--- src/rtl/wb_pkg.sv ---
`default_nettype none
// ============================================================================
// wb_pkg : shared widths and source-select encoding for the writeback unit
// Rev 1.0
// ============================================================================
package wb_pkg;

    localparam int XLEN_DEFAULT = 64;
    localparam int REG_ADDR_W   = 5;
    localparam int NUM_REGS     = 32;

    typedef enum logic {
        SRC_ALU  = 1'b0,
        SRC_LOAD = 1'b1
    } wb_src_e;

endpackage
`default_nettype wire

--- src/rtl/wb_fifo.sv ---
`default_nettype none
// ============================================================================
// wb_fifo : small count-based FIFO with a combinational head read
// Rev 1.0
// ============================================================================
module wb_fifo
    import wb_pkg::*;
#(
    parameter int WIDTH = 8,
    parameter int DEPTH = 2
) (
    input  logic                           clk,
    input  logic                           rst_n,
    input  logic                           push,
    input  logic [WIDTH-1:0]               push_data,
    input  logic                           pop,
    output logic [WIDTH-1:0]               head_data,
    output logic                           empty,
    output logic [$clog2(DEPTH+1)-1:0]     count
);

    localparam int PTR_W = (DEPTH > 1) ? $clog2(DEPTH) : 1;
    localparam int CNT_W = $clog2(DEPTH + 1);
    localparam logic [CNT_W-1:0] C_DEPTH = CNT_W'(DEPTH);

    logic [WIDTH-1:0] mem_q [DEPTH];
    logic [WIDTH-1:0] mem_d [DEPTH];
    logic [PTR_W-1:0] wr_ptr_q, wr_ptr_d;
    logic [PTR_W-1:0] rd_ptr_q, rd_ptr_d;
    logic [CNT_W-1:0] count_q, count_d;
    logic             full;
    logic             do_push;
    logic             do_pop;

    assign full      = (count_q == C_DEPTH);
    assign empty     = (count_q == '0);
    assign count     = count_q;
    assign head_data = mem_q[rd_ptr_q];

    // Depth is a power of two, so pointers wrap by natural overflow.
    always_comb begin
        do_push  = push && !full;
        do_pop   = pop && !empty;
        mem_d    = mem_q;
        wr_ptr_d = wr_ptr_q;
        rd_ptr_d = rd_ptr_q;
        count_d  = count_q;
        if (do_push) begin
            mem_d[wr_ptr_q] = push_data;
            wr_ptr_d        = wr_ptr_q + PTR_W'(1);
        end
        if (do_pop) begin
            rd_ptr_d = rd_ptr_q + PTR_W'(1);
        end
        case ({do_push, do_pop})
            2'b10:   count_d = count_q + CNT_W'(1);
            2'b01:   count_d = count_q - CNT_W'(1);
            default: count_d = count_q;
        endcase
    end

    always_ff @(posedge clk or negedge rst_n) begin
        if (!rst_n) begin
            wr_ptr_q <= '0;
            rd_ptr_q <= '0;
            count_q  <= '0;
        end else begin
            wr_ptr_q <= wr_ptr_d;
            rd_ptr_q <= rd_ptr_d;
            count_q  <= count_d;
        end
    end

    // Payload storage needs no reset: it is only read when count is non-zero.
    always_ff @(posedge clk) begin
        mem_q <= mem_d;
    end

endmodule
`default_nettype wire

--- src/rtl/writeback_unit.sv ---
`default_nettype none
// ============================================================================
// writeback_unit : arbitrates ALU/load results onto one register-file write
//                  port and tracks outstanding destination registers
// Rev 1.0
// ============================================================================
module writeback_unit
    import wb_pkg::*;
#(
    parameter int XLEN       = XLEN_DEFAULT,
    parameter int FIFO_DEPTH = 2
) (
    input  logic                  clk,
    input  logic                  rst_n,
    input  logic                  alu_valid,
    input  logic [REG_ADDR_W-1:0] alu_rd,
    input  logic [XLEN-1:0]       alu_data,
    output logic                  alu_ready,
    input  logic                  load_valid,
    input  logic [REG_ADDR_W-1:0] load_rd,
    input  logic [XLEN-1:0]       load_data,
    output logic                  load_ready,
    input  logic                  issue_valid,
    input  logic [REG_ADDR_W-1:0] issue_rd,
    output logic                  reg_write,
    output logic [REG_ADDR_W-1:0] rd_addr,
    output logic [XLEN-1:0]       rd_data,
    output logic [NUM_REGS-1:0]   pending
);

    localparam int ENTRY_W = REG_ADDR_W + XLEN;
    localparam int CNT_W   = $clog2(FIFO_DEPTH + 1);
    localparam logic [CNT_W-1:0] C_DEPTH = CNT_W'(FIFO_DEPTH);

    logic [CNT_W-1:0]      alu_count, load_count;
    logic                  alu_empty, load_empty;
    logic                  alu_push, load_push;
    logic                  alu_pop, load_pop;
    logic [ENTRY_W-1:0]    alu_head, load_head, sel_head;
    logic                  deq;
    wb_src_e               sel_src;

    wb_src_e               last_grant_q, last_grant_d;
    logic                  reg_write_q, reg_write_d;
    logic [REG_ADDR_W-1:0] rd_addr_q, rd_addr_d;
    logic [XLEN-1:0]       rd_data_q, rd_data_d;
    logic [NUM_REGS-1:0]   pending_q, pending_d;

    // Ready is held low for the whole reset window, otherwise it reflects
    // the registered occupancy only.
    assign alu_ready  = rst_n && (alu_count < C_DEPTH);
    assign load_ready = rst_n && (load_count < C_DEPTH);
    assign alu_push   = alu_valid && alu_ready;
    assign load_push  = load_valid && load_ready;

    wb_fifo #(
        .WIDTH (ENTRY_W),
        .DEPTH (FIFO_DEPTH)
    ) u_alu_fifo (
        .clk       (clk),
        .rst_n     (rst_n),
        .push      (alu_push),
        .push_data ({alu_rd, alu_data}),
        .pop       (alu_pop),
        .head_data (alu_head),
        .empty     (alu_empty),
        .count     (alu_count)
    );

    wb_fifo #(
        .WIDTH (ENTRY_W),
        .DEPTH (FIFO_DEPTH)
    ) u_load_fifo (
        .clk       (clk),
        .rst_n     (rst_n),
        .push      (load_push),
        .push_data ({load_rd, load_data}),
        .pop       (load_pop),
        .head_data (load_head),
        .empty     (load_empty),
        .count     (load_count)
    );

    // Round-robin only matters when both heads compete.
    always_comb begin
        deq     = 1'b0;
        sel_src = SRC_ALU;
        if (!alu_empty && !load_empty) begin
            deq     = 1'b1;
            sel_src = (last_grant_q == SRC_ALU) ? SRC_LOAD : SRC_ALU;
        end else if (!alu_empty) begin
            deq     = 1'b1;
            sel_src = SRC_ALU;
        end else if (!load_empty) begin
            deq     = 1'b1;
            sel_src = SRC_LOAD;
        end
        alu_pop      = deq && (sel_src == SRC_ALU);
        load_pop     = deq && (sel_src == SRC_LOAD);
        sel_head     = (sel_src == SRC_LOAD) ? load_head : alu_head;
        last_grant_d = deq ? sel_src : last_grant_q;
    end

    always_comb begin
        reg_write_d = 1'b0;
        rd_addr_d   = rd_addr_q;
        rd_data_d   = rd_data_q;
        if (deq) begin
            rd_addr_d   = sel_head[ENTRY_W-1 -: REG_ADDR_W];
            rd_data_d   = sel_head[XLEN-1:0];
            reg_write_d = (sel_head[ENTRY_W-1 -: REG_ADDR_W] != '0);
        end

        // Clear first so a same-register issue on this edge wins.
        pending_d = pending_q;
        if (reg_write_d) begin
            pending_d[rd_addr_d] = 1'b0;
        end
        if (issue_valid && (issue_rd != '0)) begin
            pending_d[issue_rd] = 1'b1;
        end
        pending_d[0] = 1'b0;
    end

    always_ff @(posedge clk or negedge rst_n) begin
        if (!rst_n) begin
            last_grant_q <= SRC_ALU;
            reg_write_q  <= 1'b0;
            rd_addr_q    <= '0;
            rd_data_q    <= '0;
            pending_q    <= '0;
        end else begin
            last_grant_q <= last_grant_d;
            reg_write_q  <= reg_write_d;
            rd_addr_q    <= rd_addr_d;
            rd_data_q    <= rd_data_d;
            pending_q    <= pending_d;
        end
    end

    assign reg_write = reg_write_q;
    assign rd_addr   = rd_addr_q;
    assign rd_data   = rd_data_q;
    assign pending   = pending_q;

endmodule
`default_nettype wire

--- config.mk ---
export PLATFORM = sky130hd
export DESIGN_NAME = writeback_unit
export DESIGN_NICKNAME = d
export VERILOG_FILES = /design/src/rtl/wb_pkg.sv /design/src/rtl/wb_fifo.sv /design/src/rtl/writeback_unit.sv
export SDC_FILE = /design/constraint.sdc
export NUM_CORES = 1
export LEC_CHECK = 0
export BUFFER_PORTS_ARGS = -buffer_cell sky130_fd_sc_hd__buf_4
export CORE_ASPECT_RATIO = 0.6
export CORE_UTILIZATION = 48
export CTS_BUF_LIST = sky130_fd_sc_hd__clkbuf_8 sky130_fd_sc_hd__clkbuf_16
export DETAILED_ROUTE_END_ITERATION = 10
export GPL_ROUTABILITY_DRIVEN = 0
export GPL_TIMING_DRIVEN = 1
export PLACE_DENSITY = 0.7
export SLEW_MARGIN = 5
export SYNTH_ARGS = -nofsm -noshare
export SYNTH_HDL_FRONTEND = slang
export SYNTH_SLANG_ARGS = --single-unit
export TNS_END_PERCENT = 100
--- constraint.sdc ---
create_clock -name clk -period 5 [get_ports clk]
set_input_delay 1 -clock clk [delete_from_list [all_inputs] [get_ports clk]]
set_output_delay 1 -clock clk [all_outputs]
set_load 0.05 [all_outputs]
==> metrics.md <==
| Metric | Value |
|---|---|
| GRT met1 Usage | `0.321` |
| Clk buf depth | `3` |
| Yosys reg bits | `between 300 and 400` |
| # clock sinks | `about 390` |
| H-Tree Level Count | `2` |
| Startpoint types | `flop` |
| Post-Place Cells | `approximately 1700` |
| Rows | `49` |
| Worst slack, placed | `~1.8 ns` |
| Min-Delay Path Class | `flop to flop` |
| Switch share | `0.407` |
| Met3 usage | `0.0502` |
| Synth Area per Inst | `around 14 sq um` |
| Die ar. | `around 0.032 sq mm` |
| Most Used Layer, Global Route | `met2` |
| IO Pins | `between 200 and 300` |
| Clock skew | `between 0.01 and 0.015 ns` |
| Max-cap violation count | `0` |
| Max-slew violation count | `0` |
| Synth async-reset ratio | `0.285` |
| Clock slew at reported path FFs | `roughly 0.06 ns` |
| Initial antenna violation count | `3` |
| Gr ovfl total | `0` |
| IO buf count | `250` |
| Area share of the largest cell type after synthesis | `0.548` |
| Maximum clock rate | `between 300 and 400 MHz` |
| Synth cell types | `45` |
| Ratio of cells with drive above 1 in the final layout | `0.302` |
| CP Max Fanout | `72` |
| 1st-iter DRT viols | `about 750` |
| CP arrival | `3.59 ns` |
| Top post-synthesis cells by area | `edfxtp_1 55%, dfrtp_1 18%, mux2_2 4.8%, mux2i_1 4.8%, nor2_1 3.0%` |
| Mapped Nets | `~1200` |
| FF+latch area | `~0.011 sq mm` |
| Multi-input gate area | `0.00383 sq mm` |
| Via Count | `between 9000 and 10000` |
| Area of placed instances | `about 0.017 sq mm` |
| Hold-fix buffers, CTS | `0` |
| Nets | `around 1400` |
| Fin crit share | `0.643` |
| Final non-filler cell total | `between 1500 and 2000` |
| Clk root buf | `clkbuf_16` |
| Core area | `~0.030 sq mm` |
| Critical Path End Type | `flop` |
| Post-CTS setup repair buffer count | `0` |
| Largest net degree at the start of global routing | `80` |
| DP HPWL | `roughly 22000 microns` |
| First-pass iteration count of the detailed router | `5` |
| Yosys Warn Count | `0` |
| Fillers | `about 2400` |
| # DRC | `0` |
| CTS tree | `built` |
| EDFF count, synth | `between 200 and 300` |
| # setup viols final | `0` |
| Sequential-to-total area share from yosys stat | `0.730` |
| Initial core utilization | `0.497` |
| CTS resizes | `0` |
| Tmin final | `between 3 and 4 ns` |
| Internal power | `between 7 and 8 mW` |
| DR vias/cell | `between 5 and 6` |
| Worst slew pin tran | `about 1.1 ns` |
| Register share of total power | `0.372` |
| Post-synth top area cell | `edfxtp_1` |
| Area delta synth->final | `22.6%` |
| Die height | `about 140 microns` |
| Endpoints failing hold | `0` |
| PwrDens | `672 mW/mm^2` |
| Top FF cell, synth | `edfxtp_1` |
| Post-DRT Antenna Nets | `0` |
| Vias in the first global route | `just over 9000` |
| Peak VDD IR | `roughly 0.38 mV` |
| Tot GR Track Use | `0.218` |
| CP required | `around 5.4 ns` |
| M2 GR Usage | `0.329` |
| Clk pwr share | `0.221` |
| First-pass GRT wire length | `53500 microns` |
| CTS Buf Count | `36` |
| Die Wd | `between 200 and 250 microns` |
| Comb power frac | `0.407` |
| Setup TNS Final | `0 ns` |
| WL final | `between 30000 and 40000 microns` |
| Post-Syn Area | `0.0151 sq mm` |
| RSZ-0062 raised after global routing | `false` |
| Final Instance Area | `roughly 0.019 sq mm` |
| Lkg Pwr | `between 7 and 8 nW` |
| Worst skew pair latency | `around 0.52 ns` |
| Cells after Synth | `1062` |
| Routed wire per std cell | `20.3 microns` |
| Final Worst Setup Slack | `about 1.8 ns` |
| NetSw | `between 5 and 6 mW` |
| Relative slew slack | `0.248` |
| Status | `finished clean` |
| Crit Path Class | `flop to flop` |
==> stage by stage <==
stage	hold slack, ns	util	power, mW
final	0.480	0.609	12.5
after floorplan	0.479	-	8.28
after CTS	0.487	0.609	12.6
after global placement	0.462	0.570	9.69
after global routing	0.508	0.609	13.1
after detailed placement	0.473	0.570	9.78
==> final cells by class <==
cell class                 instances  share of cell area
clock buffer                      40              0.0521
tap                              408              0.0275
antenna                            3            0.000405
timing repair buffer             259               0.105
inverter                           5             0.00115
multi-input combinational        607               0.206
sequential                       386               0.596
clock inverter                    23              0.0115
==> flip-flops by register name (all words and copies together), names as in the netlist <==
signal,flops
u_load_fifo.rd_ptr_q,1
u_load_fifo.wr_ptr_q,1
last_grant_q,1
rd_addr,5
u_alu_fifo.count,2
u_load_fifo.count,2
u_alu_fifo.wr_ptr_q,1
reg_write,1
u_alu_fifo.mem_q,138
u_alu_fifo.rd_ptr_q,1
rd_data,64
pending,31
u_load_fifo.mem_q,138
==> cell usage after synthesis (all sizes together) (4+ instances only) <==
cell,count
a21oi,66
mux2,65
nand2,87
buf,23
o21ai,84
mux2i,73
nor2,121
nor3,5
edfxtp,276
o211ai,4
inv,5
o31ai,16
dfrtp,110
and2,4
nand3,22
clkbuf,41
xnor2,7
a31oi,17
==> cell usage in the layout (no fill, tap or decap), types with 3 or more instances in the layout <==
cell,instances
buf_4,258
diode_2,3
clkbuf_8,3
clkinv_2,8
clkinvlp_4,3
a21oi_1,66
a31oi_1,16
clkinv_1,5
nor2_1,119
dfrtp_1,108
nand3_1,22
xor2_1,3
or3b_2,3
edfxtp_1,276
clkbuf_16,37
and2_1,4
mux2_2,65
nand2_1,86
inv_1,6
bufinv_16,4
nor3_1,5
o31ai_1,16
o21ai_0,82
xnor2_1,7
and3b_1,3
mux2i_1,73
==> cell families after synthesis <==
| logic type | count (synthesis) | share of synthesized area |
|---|---|---|
| AOI/OAI and AO/OA | 191 | 0.0709 |
| xor gates and xnor gates | 10 | 0.00579 |
| adders and majority gates | 2 | 0.00165 |
| buffers and inverters | 69 | 0.0201 |
| DFF | 386 | 0.730 |
| muxes | 138 | 0.0967 |
| other | 1 | 0.000248 |
| and+or+nand+nor | 265 | 0.0751 |
==> worst max-delay path, stage by stage (launching register included) <==
cell and delay (ns):
dfrtp_1 0.46, o21ai_1 0.46, nand2_4 0.53, a31oi_2 0.90, and4b_1 0.55, a31oi_1 0.16
==> routing by layer <==
layer / share of wire / vias up / wire [microns]
met5: 0.00051 / - / 18
li1: - / 4350 / -
met4: 0.015 / 2 / 519
met1: 0.46 / 4596 / 16000
met3: 0.078 / 49 / 2740
met2: 0.45 / 359 / 15800
==> power groups by stage <==
stage          combinational [mW]  clock, mW  sequential (mW)
3_5_place_dp                 5.09          0             4.69
5_1_grt                      5.45       2.96             4.72
3_3_place_gp                 5.01          0             4.68
2_1_floorplan                2.42          0             5.85
4_1_cts                      5.10       2.82             4.64
6_report                     5.07       2.76             4.64
==> final timing paths <==
path / depth (start not counted) / slack, ns / endpoint / from
max in group asynchronous: 2 / 3.60 / u_load_fifo.rd_ptr_q / rst_n
max reg2reg: 5 / 1.79 / pending[1] / u_alu_fifo.count[0]
min: 2 / 0.48 / rd_data[54] / rd_data[54]
max: 5 / 1.79 / pending[1] / u_alu_fifo.count[0]
min in group asynchronous: 2 / 0.66 / rd_addr[1] / rst_n
min reg2reg: 2 / 0.48 / rd_data[54] / rd_data[54]
No activity file was read; power rests on OpenSTA's default activity.
